**config.mk**
```make
export PLATFORM = sky130hd
export DESIGN_NAME = icache_line
export DESIGN_NICKNAME = d
export VERILOG_FILES = /design/src/rtl/icache_line.sv
export SDC_FILE = /design/constraint.sdc
export NUM_CORES = 2
export LEC_CHECK = 0
export ABC_CLOCK_PERIOD_IN_PS = 8950
export BUFFER_PORTS_ARGS = -buffer_cell sky130_fd_sc_hd__buf_4
export CORE_ASPECT_RATIO = 0.7
export CORE_MARGIN = 2
export CORE_UTILIZATION = 44
export CTS_CLUSTER_DIAMETER = 50
export DETAILED_ROUTE_END_ITERATION = 10
export GPL_ROUTABILITY_DRIVEN = 1
export GPL_TIMING_DRIVEN = 0
export PLACE_DENSITY = 0.7
export REMOVE_ABC_BUFFERS = 1
export SETUP_SLACK_MARGIN = 0.2
export SLEW_MARGIN = 40
export SYNTH_ARGS = -nofsm -noshare
export SYNTH_HDL_FRONTEND = slang
export SYNTH_SLANG_ARGS = --single-unit
```
**constraint.sdc**
```tcl
create_clock -name clk -period 8.95 [get_ports clk]
set_input_delay 0 -clock clk [delete_from_list [all_inputs] [get_ports clk]]
set_output_delay 0 -clock clk [all_outputs]
set_load 0.05 [all_outputs]
```
**src/rtl/icache_line.sv**
```systemverilog
// Direct-mapped instruction cache with multi-word lines.
// Lookup is purely combinational. A miss starts a sequential line refill,
// one 32-bit word request outstanding at a time. A flush (fence.i) clears
// every valid bit; a request still in flight is drained and discarded.
module icache_line #(
  parameter int INDEX_WIDTH  = 4,
  parameter int OFFSET_WIDTH = 2,
  parameter int ADDR_WIDTH   = 32
) (
  input  logic                  clk,
  input  logic                  rst,
  input  logic                  rdy,
  input  logic [ADDR_WIDTH-1:0] pc,
  input  logic                  flush,
  output logic                  instr_out_valid,
  output logic [31:0]           instr_out,
  input  logic                  mem_valid,
  input  logic [31:0]           mem_data,
  output logic                  mem_req,
  output logic [ADDR_WIDTH-1:0] mem_addr,
  output logic [31:0]           miss_cnt
);

  localparam int TAG_WIDTH = ADDR_WIDTH - INDEX_WIDTH - OFFSET_WIDTH - 2;
  localparam int LINES     = 1 << INDEX_WIDTH;
  localparam int WORDS     = 1 << OFFSET_WIDTH;
  localparam int TAG_LSB   = INDEX_WIDTH + OFFSET_WIDTH + 2;

  typedef enum logic [1:0] {
    IDLE,
    FILL,
    DRAIN
  } state_t;

  state_t                  state;
  logic [LINES-1:0]        valid_q;
  logic [TAG_WIDTH-1:0]    tag_q  [LINES];
  logic [31:0]             data_q [LINES][WORDS];
  logic [INDEX_WIDTH-1:0]  fill_index;
  logic [TAG_WIDTH-1:0]    fill_tag;
  logic [OFFSET_WIDTH-1:0] cnt;

  logic [OFFSET_WIDTH-1:0] pc_word;
  logic [INDEX_WIDTH-1:0]  pc_index;
  logic [TAG_WIDTH-1:0]    pc_tag;
  logic                    hit;
  logic                    word_accept;
  logic                    line_done;
  logic                    unused_pc_bits;

  // Fetch address split; the byte offset within a word is irrelevant.
  assign pc_word        = pc[OFFSET_WIDTH+1:2];
  assign pc_index       = pc[TAG_LSB-1:OFFSET_WIDTH+2];
  assign pc_tag         = pc[ADDR_WIDTH-1:TAG_LSB];
  assign unused_pc_bits = ^pc[1:0];

  // Combinational lookup, independent of the refill FSM.
  assign hit             = valid_q[pc_index] && (tag_q[pc_index] == pc_tag);
  assign instr_out_valid = hit;
  assign instr_out       = data_q[pc_index][pc_word];

  // A returned word is kept only while filling and not being flushed.
  assign word_accept = rdy && (state == FILL) && mem_valid && !flush;
  assign line_done   = word_accept && (&cnt);

  // Line storage: data words and tags written as the refill progresses.
  // NOTE: the storage arrays have no reset; valid_q alone says what is live.
  always_ff @(posedge clk) begin
    if (word_accept) data_q[fill_index][cnt] <= mem_data;
    if (line_done)   tag_q[fill_index]       <= fill_tag;
  end

  // Refill FSM, valid bits, request interface and miss counter.
  always_ff @(posedge clk or negedge rst) begin
    if (!rst) begin
      state      <= IDLE;
      valid_q    <= '0;
      mem_req    <= 1'b0;
      mem_addr   <= '0;
      miss_cnt   <= '0;
      cnt        <= '0;
      fill_index <= '0;
      fill_tag   <= '0;
    end else if (rdy) begin
      case (state)
        IDLE: begin
          if (flush) begin
            valid_q <= '0;
          end else if (!hit) begin
            fill_index        <= pc_index;
            fill_tag          <= pc_tag;
            valid_q[pc_index] <= 1'b0;
            mem_addr          <= {pc_tag, pc_index, {(OFFSET_WIDTH + 2){1'b0}}};
            mem_req           <= 1'b1;
            cnt               <= '0;
            miss_cnt          <= miss_cnt + 32'd1;
            state             <= FILL;
          end
        end
        FILL: begin
          if (flush) begin
            // The outstanding word is either returning now (dropped) or
            // must still be drained before a new request may be issued.
            valid_q <= '0;
            mem_req <= 1'b0;
            state   <= mem_valid ? IDLE : DRAIN;
          end else if (mem_valid) begin
            if (&cnt) begin
              valid_q[fill_index] <= 1'b1;
              mem_req             <= 1'b0;
              state               <= IDLE;
            end else begin
              cnt      <= cnt + 1'b1;
              mem_addr <= mem_addr + ADDR_WIDTH'(4);
            end
          end
        end
        DRAIN: begin
          if (flush)     valid_q <= '0;
          if (mem_valid) state   <= IDLE;
        end
        default: state <= IDLE;
      endcase
    end
  end

endmodule

```
==> Yosys cells after proc, flatten, opt, wreduce, memory -nomap -nowiden <==
Memories as Yosys holds them, arrays and structs flattened.
Cells that the tools add are included.
Widths: inputs -> output; s select.
{ "classes": {"addsub": 3, "n_mul": 0, "div": 0, "n_lt_le_gt_ge": 7, "eq_ne": 13, "shifts": 0, "n_mux": 48, "bitwise": 7, "n_reduce_logical": 18} }
{ "ops": {"columns": ["op", "count"], "rows": [
  ["$mux 32", 8],
  ["$mux 128", 1],
  ["$mux 16", 6],
  ["$bmux 32 s2", 1],
  ["$demux 32 s2", 1],
  ["$pmux 32 s2", 1],
  ["$pmux 16 s3", 1],
  ["$add 32x1->32 const B", 1],
  ["$add 32x3->32 const B", 1],
  ["$eq 24x24->1", 1],
  ["$mux 2", 12],
  ["$reduce_and 6->1", 3],
  ["$and 16x16->16", 1],
  ["$not 16->16", 1],
  ["$or 16x16->16", 1],
  ["$ne 2x2->1 const B", 7],
  ["$mux 1", 11],
  ["$lt 4x5->1 const B", 2],
  ["$demux 1 s4", 2],
  ["$ge 4x1->1 const B", 2],
  ["$logic_and 1x1->1", 8],
  ["$reduce_and 7->1", 1],
  ["$ge 3x3->1 const B", 2],
  ["$ne 3x3->1 const B", 2],
  ["other kinds (17)", 19]
]} }
{ "totals": {"reg_bits": 113, "latchBits": 0, "ram_bits": 2432, "rom_bits": 0, "input_bits": 69, "output_inout_bits": 98, "n_memories": 2} }
{ "mem_list": {"columns": ["name", "depth", "word_bits", "read_ports", "rd_clocked_by_memory_dff", "write_ports", "line_no", "source"], "rows": [
  ["data_q", 16, 128, 1, 0, 1, "38", "logic [31:0] data_q [LINES][WORDS];"],
  ["tag_q", 16, 24, 1, 0, 1, "37", "logic [TAG_WIDTH-1:0] tag_q [LINES];"]
]} }

==> Logic depth before layout (Yosys ltp) <==
{ "logic_depth": {"word_depth": 9, "ltp_mapped": 15, "ltp_nobuf": 10} }

==> Least setup slack after synthesis <==
Ideal clock, no wire load.
{ "synth_path": {"path_kind": "flip-flop to flip-flop", "startpoint": "register state[1]", "endpoint": "memory data_q[15][0] (netlist bit) (enable)", "arrival_time_ps": 3643, "slack_ps": 4837, "path_stages_with_launch": 7, "path_buffers": 1, "synth_period_minus_slack_ps": 4113, "path_cell_list": "dfrtp_1 -> inv_1 -> ha_1 -> and2_1 -> nand3_1 -> clkbuf_1 -> nor2_1"} }
{ "synth_via": {"elab_chain_cells": 6} }
{ "synth_rtl": {"columns": ["item", "line_no", "source"], "rows": [
  ["start: declaration", "35", "state_t state;"],
  ["start signal: assignment", "106", "state <= mem_valid ? IDLE : DRAIN;"],
  ["$eq 2x1->1", "63", "assign word_accept = rdy && (state == FILL) && mem_valid && !flush;"],
  ["$logic_and 1x1->1 (3 in a row)", "63", null],
  ["$mux 1", "69", "if (word_accept) data_q[fill_index][cnt] <= mem_data;"],
  ["$mux 128 (implied by the code)", "69", null],
  ["end: declaration", "38", null]
]} }
Every way passes these cells.

==> Worst setup path after layout <==
{ "layout_path": {"startpoint": "input port pc[4]", "endpoint": "register mem_addr[13]"} }
{ "layout_via": {"elab_chain_cells": 5} }
{ "layout_rtl": {"columns": ["item", "line_no", "source"], "rows": [
  ["start: declaration", "13", "input logic [ADDR_WIDTH-1:0] pc,"],
  ["$mem_v2 16x24 or $bmux 1 s4 (tied branches)", null, null],
  ["$eq 24x24->1 or $mux 1 (tied branches)", "58", "assign hit = valid_q[pc_index] && (tag_q[pc_index] == pc_tag);"],
  ["$logic_and 1x1->1 (*)", "58", null],
  ["$ne 2x2->1 (no source line) (*)", null, null],
  ["$reduce_and 7->1 (no source line) (*)", null, null],
  ["end signal: assignment", "93", "mem_addr <= {pc_tag, pc_index, {(OFFSET_WIDTH + 2){1'b0}}};"],
  ["end signal: assignment", "114", "mem_addr <= mem_addr + ADDR_WIDTH'(4);"],
  ["end: declaration", "20", "output logic [ADDR_WIDTH-1:0] mem_addr,"]
]} }
Mark *: on every way between the ends. The rest lies on a longest branch, timed or not. The select of a mux whose other input is x is not followed.
A chain may end at the register's enable or synchronous reset.

==> out/metrics.cfg <==
[timing]
fin_crit_sh_pct=62.6
rsz0062_at_grt=false
setup_violations=0
clock_skew_ns=0.0644
hold_slack_ns=0.0238
finalHoldViolations=0
max_slew_margin_pct=38.5
finalMaxSlewViolations=0
min_period_ns=5.61
worst_pin_slew_ns=0.920
tns_ns=0
fmax_ghz=0.178

[yosys]
synth_edf_count=2432
synth_top_area_share_pct=73.7
yosysWarnings=0
yosys.cell_types.count=65
syn_area_mm2=0.0991
synth_cells=4329
ys_ff_latch=2543
ys_top_cells_by_area=edfxtp_1, mux4_2, dfrtp_1, mux2i_1, clkbuf_1
synth-seq-area-share_pct=76.5
post-synth-top-area-cell=edfxtp_1
synthAdderAreaFrac_pct=0.114
synth_xor_area_share_pct=0.557
async_reset_ff_share_pct=4.36
yosys.area_share.simple_pct=1.78
yosysMostFrequentCell=edfxtp_1
synthTopCellsByCount=edfxtp_1, mux4_2, clkbuf_1
synth_top_family_by_area=multiplexers
synthMuxAreaShare_pct=18.2
synthFlopType=edfxtp_1
syn_area_per_cell_um2=22.9
synth-compound-area-share_pct=1.59

[drt]
routed_wl_um=250000
drc=0
wl_per_cell_um=31.1
detail-route-antenna-nets=0
vias=49100
viasPerCell=6.12
first_pass_iters=6
drt_iter0_drc=6758

[floorplan]
io_pins=167
die_h_um=401
die_area_mm2=0.229
fp.dieW_um=571
row_count=145
start_util_pct=44.3
core-area_mm2=0.224

[cts]
cts-buffers-inserted=234
cts_sinks=2543
clkSlewWorstSetupHoldPaths_ns=0.06
tritoncts=done
hold_buffers=75
cts_max_level=4
clock_latency_ns=0.87
clockBufferDepth=4
root_buffer=clkbuf_16
cts_setup_buffers=0
cts_repair_resize_count=0

[status]
status=finished, final reports clean

[global_routing]
antenna_found_initial=13
grt_max_degree=94
grt_pass1_vias=48600
grt_use_total_pct=21.7
overflow=0
grt_pass1_wl_um=359000

[setup_path]
criticalPathCategory=in2reg
worstPathArrival_ns=6.31
cp_max_fo=72
required_ns=9.66
crit_path_frequent_cell=buf_16
crit_path_end_kind=flop
critPathTopFamily=buffers and inverters
crit_chain=buf_16 > buf_16 > buf_16 > buf_16 > buf_16 > mux4_2 > inv_1 > o22ai_1 > o31ai_1 > a31oi_1 > or4b_1 > a2111oi_4 > buf_4 > buf_4 > buf_4 > buf_4 > nand2b_4 > a222oi_1
start_kind=input port
cpMaxStageDelayCell=mux4_2
r2r_start=tag_q[9][0]$_DFFE_PP_
r2r_setup_slack_ns=4.35
critPathLaunch=pc[4]
cpPeakStageDelay_ns=0.62
critical_path_buf_inv_count=10

[layout]
layout-drive-gt1-share_pct=32.9
syn_to_final_growth_pct=18.6
fin_cells=8029
nets=4898
stdcell_area_mm2=0.118

[placed_design]
dp.cells=7521
port_buffers=162
globalplace.congestion=0.756
dp_hpwl_um=159000
place_area_mm2=0.109

[power]
swShare_pct=23.8
p_per_area_mw_per_mm2=223
vdd_drop_max_uv=179
power_frac_seq_pct=52.6
comb_power_share_pct=8.9
p_leak_nw=37.3
p_sw_w=0.00623
intPower_w=0.0200
p_clk_share_pct=38.4

[hold_path]
hold_class=in2reg
hold_start=pc[30]

[run]
drv_cap=0

## cells in the final DEF (no fill, tap or decap), drive strengths merged, types with 20 or more instances in the layout
master       count
bufinv          28
mux2i           78
or3             24
o21ai           50
xor2            29
xnor2           34
nand2           73
nor3            35
clkinv         102
edfxtp        2432
inv             62
a21oi           26
nor2            93
dfrtp          111
clkbuf         274
o211ai          20
mux2            28
nor4            36
a221oi          27
dlygate4sd3     74
nand3           41
o31ai           28
buf            417
mux4           752
## state kept, by name (all words and copies together) (netlist names)
signal,count
data_q,2048
tag_q,384
miss_cnt,32
mem_addr,30
fill_tag,24
valid_q,16
fill_index,4
cnt,2
state,2
mem_req,1
## metrics by stage
stage / power [W] / utilization, % / worst slack [ns]
floorplan: 0.0151 / - / 3.36
global placement: 0.0163 / 46.1 / -11.90
detailed placement: 0.0163 / 48.8 / 2.49
CTS: 0.0263 / 52.6 / 3.39
global route: 0.0270 / 52.6 / 3.03
finish: 0.0262 / 52.6 / 3.34
## metal layers
layer,GRT usage [%],wire length (um),vias to the layer above
met4,5.96,7400,6
li1,-,-,19500
met1,31.6,100000,26400
met3,4.49,24800,416
met5,0,34,-
met2,33.5,117000,2808
## power by group through the flow
stage / sequential [W] / combinational (W) / clock [W]
after floorplan: 0.0141 / 0.00102 / 0
after global placement: 0.0140 / 0.00228 / 0
after detailed placement: 0.0140 / 0.00227 / 0
after CTS: 0.0138 / 0.00234 / 0.0102
after global routing: 0.0138 / 0.00247 / 0.0107
final: 0.0138 / 0.00234 / 0.0101
## final cells by class
class	instances	area, um^2
antenna	2	5.00
clock buffer	274	6040
clock inverter	156	1630
fill	16600	106000
inverter	52	200
multi-input combinational	1498	22600
sequential	2543	75800
tap	3013	3770
timing repair buffer	491	7460
## cell families (layout without fill, tap and decap cells)
kind of cell             count (synthesis)  after routing
flip-flops                            2543           2543
multiplexers                           858            858
AND/OR/NAND/NOR                        358            358
buffers and inverters                  289            973
AO/OA/AOI/OAI                          208            208
XOR/XNOR                                63             63
adder cells (fa/ha/maj)                  9              9
other                                    1              4
## worst register-to-register path, cell delays in order, from the launching register on
cell       delay [ns]
edfxtp_1         0.36
mux4_2           0.48
mux2i_1          0.19
xnor2_1          0.15
nor4_1           0.53
a21oi_1          0.13
or4b_1           0.54
a2111oi_4        0.45
buf_4            0.26
buf_4            0.20
buf_4            0.21
buf_4            0.20
nand2b_4         0.49
a222oi_1         0.25
## final timing paths
kind | endpoint | cells past startpoint
min in group asynchronous | miss_cnt[13]$_DFFE_PN0P_ | 4
max in group asynchronous | valid_q[0]$_DFFE_PN0P_ | 4
hold / removal | fill_tag[22]$_DFFE_PN0P_ | 3
hold reg to reg | miss_cnt[6]$_DFFE_PN0P_ | 1
setup / recovery | mem_addr[13]$_DFFE_PN0P_ | 18
setup reg to reg | mem_addr[13]$_DFFE_PN0P_ | 13
Note: power is estimated with default switching activity, not from simulation.
